==> config.mk <==
export PLATFORM = sky130hd
export DESIGN_NAME = vreg_xbar_arb_flat
export DESIGN_NICKNAME = d
export VERILOG_FILES = /design/src/rtl/vreg_xbar_arb_if.sv /design/src/rtl/vreg_xbar_arb.sv /design/src/flat_wrapper.sv
export SDC_FILE = /design/constraint.sdc
export NUM_CORES = 2
export LEC_CHECK = 0
export ABC_AREA = 1
export CORE_AREA = 10 10 650 652
export DETAILED_ROUTE_END_ITERATION = 6
export DIE_AREA = 0 0 660 662
export GPL_TIMING_DRIVEN = 0
export HOLD_SLACK_MARGIN = 0.1
export PLACE_DENSITY = 0.38
export SLEW_MARGIN = 40
export SYNTH_ARGS = -nofsm -noshare
export SYNTH_HDL_FRONTEND = slang
export SYNTH_SLANG_ARGS = --single-unit
==> constraint.sdc <==
create_clock -name clk -period 8.5 [get_ports clk]
set_input_delay 1.275 -clock clk [delete_from_list [all_inputs] [get_ports clk]]
set_output_delay 1.275 -clock clk [all_outputs]
set_load 0.02 [all_outputs]
==> src/rtl/vreg_xbar_arb_if.sv <==
// Lane-side request/response and bank-side signals of the vector register crossbar.
// master = lanes plus register banks, slave = the crossbar itself.
interface vreg_xbar_arb_if #(
  parameter int NUM_PORT = 4,
  parameter int NUM_BANK = 8,
  parameter int ADDR_W   = 6,
  parameter int DATA_W   = 64,
  parameter int LEN_W    = 7
);
  localparam int BANK_W = $clog2(NUM_BANK);

  logic              req_vld    [NUM_PORT];
  logic [BANK_W-1:0] req_bank   [NUM_PORT];
  logic [ADDR_W-1:0] req_addr   [NUM_PORT];
  logic              req_we     [NUM_PORT];
  logic [DATA_W-1:0] req_wdata  [NUM_PORT];
  logic [LEN_W-1:0]  req_len    [NUM_PORT];
  logic              req_rdy    [NUM_PORT];

  logic              bank_en    [NUM_BANK];
  logic              bank_we    [NUM_BANK];
  logic [ADDR_W-1:0] bank_addr  [NUM_BANK];
  logic [DATA_W-1:0] bank_wdata [NUM_BANK];
  logic [DATA_W-1:0] bank_rdata [NUM_BANK];

  logic              rsp_vld    [NUM_PORT];
  logic              rsp_we     [NUM_PORT];
  logic [BANK_W-1:0] rsp_bank   [NUM_PORT];
  logic [DATA_W-1:0] rsp_rdata  [NUM_PORT];

  modport master (
    output req_vld, req_bank, req_addr, req_we, req_wdata, req_len, bank_rdata,
    input  req_rdy, bank_en, bank_we, bank_addr, bank_wdata,
           rsp_vld, rsp_we, rsp_bank, rsp_rdata
  );

  modport slave (
    input  req_vld, req_bank, req_addr, req_we, req_wdata, req_len, bank_rdata,
    output req_rdy, bank_en, bank_we, bank_addr, bank_wdata,
           rsp_vld, rsp_we, rsp_bank, rsp_rdata
  );
endinterface

==> src/rtl/vreg_xbar_arb.sv <==
// NUM_PORT x NUM_BANK crossbar: per-bank round-robin arbitration with burst locking,
// and a one-cycle registered response path tagged with the serving bank.
module vreg_xbar_arb #(
  parameter int NUM_PORT = 4,
  parameter int NUM_BANK = 8,
  parameter int ADDR_W   = 6,
  parameter int DATA_W   = 64,
  parameter int LEN_W    = 7
) (
  input logic            clk,
  input logic            reset,
  vreg_xbar_arb_if.slave bus
);
  localparam int BANK_W = $clog2(NUM_BANK);
  localparam int PORT_W = $clog2(NUM_PORT);

  typedef enum logic {IDLE, LOCKED} bankState_e;

  bankState_e        state_q     [NUM_BANK];
  logic [PORT_W-1:0] owner_q     [NUM_BANK];
  logic [LEN_W-1:0]  remaining_q [NUM_BANK];
  logic [PORT_W-1:0] rrPtr_q     [NUM_BANK];

  logic              grant       [NUM_BANK];
  logic [PORT_W-1:0] winner      [NUM_BANK];
  logic [PORT_W-1:0] candPort;
  logic              portRdy     [NUM_PORT];

  logic              pendVld_q   [NUM_PORT];
  logic              pendVld_d   [NUM_PORT];
  logic              pendWe_q    [NUM_PORT];
  logic              pendWe_d    [NUM_PORT];
  logic [BANK_W-1:0] pendBank_q  [NUM_PORT];
  logic [BANK_W-1:0] pendBank_d  [NUM_PORT];

  function automatic logic [PORT_W-1:0] nextPort(input logic [PORT_W-1:0] p);
    return (p == PORT_W'(NUM_PORT - 1)) ? '0 : p + PORT_W'(1);
  endfunction

  // No grants while reset is held, so bank strobes and req_rdy stay low.
  always_comb begin
    candPort = '0;
    for (int b = 0; b < NUM_BANK; b++) begin
      grant[b]  = 1'b0;
      winner[b] = '0;
      if (reset) begin
        if (state_q[b] == LOCKED) begin
          if (bus.req_vld[owner_q[b]] && bus.req_bank[owner_q[b]] == BANK_W'(b)) begin
            grant[b]  = 1'b1;
            winner[b] = owner_q[b];
          end
        end else begin
          for (int i = 0; i < NUM_PORT; i++) begin
            candPort = PORT_W'((int'(rrPtr_q[b]) + i) % NUM_PORT);
            if (!grant[b] && bus.req_vld[candPort] && bus.req_bank[candPort] == BANK_W'(b)) begin
              grant[b]  = 1'b1;
              winner[b] = candPort;
            end
          end
        end
      end
    end
  end

  always_comb begin
    for (int p = 0; p < NUM_PORT; p++) begin
      portRdy[p] = 1'b0;
    end
    for (int b = 0; b < NUM_BANK; b++) begin
      if (grant[b]) begin
        portRdy[winner[b]] = 1'b1;
      end
      bus.bank_en[b]    = grant[b];
      bus.bank_we[b]    = grant[b] & bus.req_we[winner[b]];
      bus.bank_addr[b]  = grant[b] ? bus.req_addr[winner[b]] : '0;
      bus.bank_wdata[b] = grant[b] ? bus.req_wdata[winner[b]] : '0;
    end
    for (int p = 0; p < NUM_PORT; p++) begin
      bus.req_rdy[p]   = portRdy[p];
      pendVld_d[p]     = portRdy[p];
      pendWe_d[p]      = portRdy[p] & bus.req_we[p];
      pendBank_d[p]    = portRdy[p] ? bus.req_bank[p] : '0;
      bus.rsp_vld[p]   = pendVld_q[p];
      bus.rsp_we[p]    = pendWe_q[p];
      bus.rsp_bank[p]  = pendBank_q[p];
      bus.rsp_rdata[p] = (pendVld_q[p] && !pendWe_q[p]) ? bus.bank_rdata[pendBank_q[p]] : '0;
    end
  end

  // len is only sampled on the first beat; 0 and 1 both mean a single-beat grant.
  always_ff @(posedge clk or negedge reset) begin
    if (!reset) begin
      for (int b = 0; b < NUM_BANK; b++) begin
        state_q[b]     <= IDLE;
        owner_q[b]     <= '0;
        remaining_q[b] <= '0;
        rrPtr_q[b]     <= '0;
      end
      for (int p = 0; p < NUM_PORT; p++) begin
        pendVld_q[p]  <= 1'b0;
        pendWe_q[p]   <= 1'b0;
        pendBank_q[p] <= '0;
      end
    end else begin
      for (int b = 0; b < NUM_BANK; b++) begin
        if (grant[b]) begin
          if (state_q[b] == IDLE) begin
            if (bus.req_len[winner[b]] > LEN_W'(1)) begin
              state_q[b]     <= LOCKED;
              owner_q[b]     <= winner[b];
              remaining_q[b] <= bus.req_len[winner[b]] - LEN_W'(1);
            end else begin
              rrPtr_q[b] <= nextPort(winner[b]);
            end
          end else if (remaining_q[b] == LEN_W'(1)) begin
            state_q[b]     <= IDLE;
            remaining_q[b] <= '0;
            rrPtr_q[b]     <= nextPort(owner_q[b]);
          end else begin
            remaining_q[b] <= remaining_q[b] - LEN_W'(1);
          end
        end
      end
      for (int p = 0; p < NUM_PORT; p++) begin
        pendVld_q[p]  <= pendVld_d[p];
        pendWe_q[p]   <= pendWe_d[p];
        pendBank_q[p] <= pendBank_d[p];
      end
    end
  end
endmodule
==> src/flat_wrapper.sv <==
// flat-port wrapper written by rule: the top's interface ports become plain ports
module vreg_xbar_arb_flat 
#(
  parameter int NUM_PORT = 4,
  parameter int NUM_BANK = 8,
  parameter int ADDR_W   = 6,
  parameter int DATA_W   = 64,
  parameter int LEN_W    = 7
)
  (clk, reset, bus_req_vld, bus_req_bank, bus_req_addr, bus_req_we, bus_req_wdata, bus_req_len, bus_bank_rdata, bus_req_rdy, bus_bank_en, bus_bank_we, bus_bank_addr, bus_bank_wdata, bus_rsp_vld, bus_rsp_we, bus_rsp_bank, bus_rsp_rdata);
  vreg_xbar_arb_if #(.NUM_PORT(NUM_PORT), .NUM_BANK(NUM_BANK), .ADDR_W(ADDR_W), .DATA_W(DATA_W), .LEN_W(LEN_W)) bus_i ();
  input logic clk;
  input logic reset;
  input wire logic [$bits(bus_i.req_vld)-1:0] bus_req_vld;
  input wire logic [$bits(bus_i.req_bank)-1:0] bus_req_bank;
  input wire logic [$bits(bus_i.req_addr)-1:0] bus_req_addr;
  input wire logic [$bits(bus_i.req_we)-1:0] bus_req_we;
  input wire logic [$bits(bus_i.req_wdata)-1:0] bus_req_wdata;
  input wire logic [$bits(bus_i.req_len)-1:0] bus_req_len;
  input wire logic [$bits(bus_i.bank_rdata)-1:0] bus_bank_rdata;
  output wire logic [$bits(bus_i.req_rdy)-1:0] bus_req_rdy;
  output wire logic [$bits(bus_i.bank_en)-1:0] bus_bank_en;
  output wire logic [$bits(bus_i.bank_we)-1:0] bus_bank_we;
  output wire logic [$bits(bus_i.bank_addr)-1:0] bus_bank_addr;
  output wire logic [$bits(bus_i.bank_wdata)-1:0] bus_bank_wdata;
  output wire logic [$bits(bus_i.rsp_vld)-1:0] bus_rsp_vld;
  output wire logic [$bits(bus_i.rsp_we)-1:0] bus_rsp_we;
  output wire logic [$bits(bus_i.rsp_bank)-1:0] bus_rsp_bank;
  output wire logic [$bits(bus_i.rsp_rdata)-1:0] bus_rsp_rdata;
  assign bus_i.req_vld = {>>{bus_req_vld}};
  assign bus_i.req_bank = {>>{bus_req_bank}};
  assign bus_i.req_addr = {>>{bus_req_addr}};
  assign bus_i.req_we = {>>{bus_req_we}};
  assign bus_i.req_wdata = {>>{bus_req_wdata}};
  assign bus_i.req_len = {>>{bus_req_len}};
  assign bus_i.bank_rdata = {>>{bus_bank_rdata}};
  assign bus_req_rdy = {>>{bus_i.req_rdy}};
  assign bus_bank_en = {>>{bus_i.bank_en}};
  assign bus_bank_we = {>>{bus_i.bank_we}};
  assign bus_bank_addr = {>>{bus_i.bank_addr}};
  assign bus_bank_wdata = {>>{bus_i.bank_wdata}};
  assign bus_rsp_vld = {>>{bus_i.rsp_vld}};
  assign bus_rsp_we = {>>{bus_i.rsp_we}};
  assign bus_rsp_bank = {>>{bus_i.rsp_bank}};
  assign bus_rsp_rdata = {>>{bus_i.rsp_rdata}};
  vreg_xbar_arb #(.NUM_PORT(NUM_PORT), .NUM_BANK(NUM_BANK), .ADDR_W(ADDR_W), .DATA_W(DATA_W), .LEN_W(LEN_W)) u_core (.clk(clk), .reset(reset), .bus(bus_i));
endmodule
After elaboration in Yosys (flattened, before gate mapping)
Cells that the tools add are included.
- logic and storage cells: 1107
- register bits after elaboration: 116
- output and inout port bits: 856
- $add $sub $neg: 56
- equality and inequality tests: 75
- mux-type cells: 644
- bitwise operators: 79
- reductions and logical operators: 141
- magnitude comparators: 68
- operators with widths (operator ; count):
    64-bit 2-to-1 mux ; 36
    64-bit binary-select mux with 2-bit select ; 8
    64-bit binary-select mux with 3-bit select ; 4
    7-bit 2-to-1 mux ; 40
    3-bit 2-to-1 mux ; 84
    3-bit binary-select mux with 2-bit select ; 40
    1-bit 2-to-1 mux ; 232
    2-bit 2-to-1 mux ; 96
    3-bit greater-or-equal comparator, second input constant ; 48
    6-bit 2-to-1 mux ; 24
    2-bit NOT with 3-bit output ; 48
    7-bit binary-select mux with 2-bit select ; 8
    7-bit by 1-bit subtractor with 7-bit output, second input constant ; 16
    1-bit binary-select mux with 2-bit select ; 48
    6-bit binary-select mux with 2-bit select ; 8
    1-bit logical AND ; 76
    3-bit equality test, second input constant ; 20
    7-bit by 1-bit equality test with 1-bit output, second input constant ; 8
    7-bit by 1-bit > comparator with 1-bit output, second input constant ; 8
    2-bit by 1-bit adder with 2-bit output, second input constant ; 24
    3-bit AND reduction ; 16
    2-bit adder, second input constant ; 16
    2-bit equality test, second input constant ; 16
    4-bit 2-to-1 mux ; 8
    other kinds (15) ; 131

Depth between registers and ports, before layout
- word-level depth: 48
- depth in mapped cells: 28

Worst setup path after synthesis
Ideal clock, no wire load.
- path type: input -> output
- start point: in bus_req_vld[1]
- end point: out bus_req_rdy[0]
- path slack: 3201 ps
- data arrival time: 4024 ps
- required time: 7225 ps
- stages: 23
- path buffers: 5
- cell sequence: buf_6 -> inv_2 -> buf_6 -> nand2_1 -> o21ai_1 -> nor2_1 -> nand2_1 -> nand2_2 -> nor2_4 -> nand3_2 -> nand2_1 -> nand2_1 -> nand3_2 -> nand2_4 -> buf_2 -> buf_2 -> clkbuf_1 -> inv_1 -> ha_1 -> inv_1 -> o21ai_0 -> a221oi_1 -> nand2_1
- RTL lines (item ; line ; text):
    start: declaration ; flat_wrapper.sv:14 ; input wire logic [$bits(bus_i.req_vld)-1:0] bus_req_vld;
    end: declaration ; flat_wrapper.sv:21 ; output wire logic [$bits(bus_i.req_rdy)-1:0] bus_req_rdy;

==> summary.txt <==
Die
  – Std-Cell Core Area: slightly above 0.4 mm²
  – Die W: ~660 µm
  – Starting density of the core: a little under an eighth
  – Die area: 0.437 mm²
  – Top Ports: ~1,700
  – Die height: 662 µm
  – Rows: around 240

Critical path
  – Reg2reg start: u_core.rrPtr_q[12]$_DFFE_PN0P_
  – Crit-path max FO: 11
  – Max stage delay on crit path: 0.78 ns
  – CP max-delay cell: clkdlybuf4s50_1
  – Worst r2r path cells: 23
  – R2R setup slack: 3.60 ns
  – Arr. time, crit path: 6.99 ns
  – CP endpoint kind: output port
  – Worst-path cell chain: clkdlybuf4s50_1 > buf_2 > nand2_1 > o21ai_1 > nand2_1 > nor2_1 > nor2_1 > nand4_1 > nand2_1 > nand2_1 > nand3_2 > nand2_4 > buf_6 > buf_6 > buf_4 > inv_1 > ha_1 > a22o_1 > a221oi_4 > buf_4 > nand2_1 > clkdlybuf4s50_1
  – Req. time, crit path: 7.22 ns
  – Crit path launch type: input pin
  – Most frequent cell on the critical path: nand2_1
  – R2R Path End: u_core.bus.rsp_we[3]$_DFF_PN0_
  – CP Launch Point: bus_req_vld[0]
  – Critical setup path kind: input pin to output port

Final layout
  – Commonest cells after routing, fill and taps aside: o21ai_0, a21oi_1, clkdlybuf4s50_1
  – Area Overhead vs Synth: 54.5%
  – Utilization after layout: between 10% and 20%
  – NumNets Final: ~12,000
  – Share of cells above drive strength 1: 5.42%
  – Commonest non-fill, non-tap cell in the layout: o21ai_0

Logic synthesis
  – Post-synth EDFFs: 0
  – Sequential fraction of the synthesis area: 6.11%
  – Area contributors post-synth: o21ai_0, a21oi_1, nand2_1
  – Top cell type's share of synthesized area: 25.0%
  – Most used DFF post-synth: dfrtp_1
  – Largest area contributor in the netlist: o21ai_0
  – Post-synth cell types: between 50 and 60
  – Mapped Nets: roughly 10,000
  – Async set-or-reset flop fraction in the synthesized netlist: 100%
  – YS warnings: 0
  – Synthesized area: 0.0475 mm²
  – Syn Area/Cell: 5.14 µm²
  – Register bit total from synthesis: between 100 and 150
  – Syn Inst Count: between 9,000 and 10,000

Routing
  – Wirelength per Cell: a little over 40 µm
  – Initial DRC Count: 11,500
  – Via count: 85,300
  – Vias per cell: about 5
  – Drt drc: 0
  – Total Wirelength: 669,000 µm
  – Antenna Nets Post-Route: 0
  – DR pass1 iterations: 7

Global route
  – Largest net degree at the start of global routing: around 50
  – Vias in the first global route: approximately 80,000
  – Gr usage total: 28.7%
  – First-pass GRT wire length: about 850,000 µm
  – Initial antenna violation count: ~300
  – GRT overflow: 0

Timing
  – Worst-Margin Slew: 0.965 ns
  – Final Max Tran Viols: 0
  – Setup_tns: 0 ns
  – Final min period: around 8.3 ns
  – Final Hold Viols: 0
  – Worst Clk Skew: 0.0315 ns
  – Final Setup Violations: 0
  – Relative slew slack: ~35%
  – FMAX: about 0.12 GHz
  – Final period utilization: approximately 100%
  – RSZ-0062 raised after global routing: false

Clock network
  – CTS tree: built
  – CTS sink cnt: between 100 and 150
  – Clock Latency Late Sink: ~0.52 ns
  – Cts hold-fix bufs: 0
  – Clk buf depth: 2
  – H-tree depth: 4
  – Root Driver: clkbuf_16
  – Worst-path clk slew: ~0.080 ns
  – Clock buffers created by TritonCTS: 17

Placed design
  – GPL Wtd Cong: about 1.0
  – Hpwl dp: approximately 560,000 µm
  – Port Buffer Count: roughly 1,700

Worst hold path
  – Hold Path Class: flip-flop to flip-flop
  – HP Start: u_core.remaining_q[41]$_DFFE_PN0P_
  – Worst min-delay path endpoint: u_core.remaining_q[41]$_DFFE_PN0P_
  – Hold depth: 2

Power and ir drop
  – Combinational share of power: 85.8%
  – Final Power: around 0.013 W
  – Switching Fraction: 65.6%
  – Clock power frac: approximately 6.5%
  – Peak VDD IR: 166 µV
  – Sw Pwr: about 0.008 W
  – Leakage: approximately 24 nW
  – Internal power: approximately 0.0043 W
  – Flop pwr share: between 7 and 8%
  – Pwr dens: about 170 mW/mm²

Outcome
  – Status: finished, final reports clean

Run
  – Max-Cap Viols: 0
metal layers:
layer  vias to the layer above  routed length [µm]  track usage, %
met5                         -                 572               0
met4                        82               66900            24.5
met3                      1563               55200            7.08
met2                      5642              320000            49.2
met1                     41500              226000            29.4
li1                      36500                   -               -
sequential cells by signal (all words and copies together) (netlist names):
signal               flops
u_core.bus.rsp_bank     12
u_core.bus.rsp_vld       4
u_core.bus.rsp_we        4
u_core.owner_q          16
u_core.remaining_q      56
u_core.rrPtr_q          16
u_core.state_q           8
timing repair:
action                     4_1_cts  5_1_grt
resized for setup                1        0
setup endpoints to repair        1        1
buffers inserted                 0        0
worst max-delay path: cells and delay by family:
| kind | cells | cell delay [ns] |
|---|---|---|
| AOI/OAI and AO/OA | 3 | 0.82 |
| and+or+nand+nor | 10 | 1.27 |
| buffers and inverters | 8 | 3.19 |
| adders and majority gates | 1 | 0.37 |
cell families (layout without fill, tap and decap cells):
kind of cell / after synthesis / in the layout / share of synthesized area (%)
AO/OA/AOI/OAI: 5382 / 5382 / 59.2
XOR/XNOR: 48 / 48 / 0.885
adder cells (fa/ha/maj): 72 / 72 / 1.90
buffers and inverters: 1509 / 3255 / 12.9
flip-flops: 116 / 116 / 6.11
other: 0 / 162 / 0
AND/OR/NAND/NOR: 2106 / 2106 / 19.0
metrics by stage:
stage	instance area [µm²]	hold slack (ns)	std cells	setup WS, ns
6_report	73400	0.487	16600	0.235
5_1_grt	73200	0.541	16500	0.0637
4_1_cts	72900	0.492	16400	0.138
3_5_place_dp	72300	0.472	16400	-0.490
3_3_place_gp	71000	0.471	16400	-7.70
2_1_floorplan	47500	0.449	9233	3.20
worst max path at each step:
stage	slack [ns]	to	cells past startpoint
after floorplan	3.20	bus_req_rdy[0]	23
after global placement	-7.70	bus_req_rdy[0]	15
after detailed placement	-0.49	bus_req_rdy[0]	24
after CTS	0.14	bus_req_rdy[0]	22
after global routing	0.06	bus_req_rdy[0]	20
final	0.23	bus_req_rdy[0]	22
cell type report:
cell class / count / area, µm²
Sequential cell: 116 / 2900
Antenna cell: 162 / 405
Timing Repair Buffer: 1716 / 17700
Buffer: 958 / 4200
Clock inverter: 15 / 183
Fill cell: 48000 / 336000
Tap cell: 5451 / 6820
Inverter: 549 / 2060
Multi-Input combinational cell: 7608 / 38700
Clock buffer: 17 / 425
power by group through the flow:
stage	Clock (W)	Sequential, W	Combinational, W
after detailed placement	0	0.000970	0.0105
after floorplan	0	0.000913	0.00507
final	0.000815	0.000964	0.0107
after global placement	0	0.000972	0.0104
after global routing	0.000866	0.000992	0.0113
after CTS	0.000859	0.000961	0.0106
synth_stat cells, types with 5 or more instances:
cell type,n
buf_1,125
ha_1,72
buf_4,24
o21ai_2,6
clkbuf_1,654
xor2_1,43
buf_2,132
nor3_1,23
nand4_1,20
inv_2,41
clkinv_1,7
nand3_2,19
nand2_1,1137
inv_1,500
and2_1,16
o21ai_1,174
nor2_2,20
o21bai_2,5
o211ai_1,266
o21ai_0,2369
a31oi_1,259
nand2_2,58
nand3_1,372
a221oi_1,5
a22oi_1,15
buf_6,20
dfrtp_1,116
a22o_1,5
o22ai_1,13
a21oi_1,2250
nor2_1,408
nor2_4,14
nand2_4,10
xnor2_1,5
Note: power is estimated with default switching activity, not from simulation.
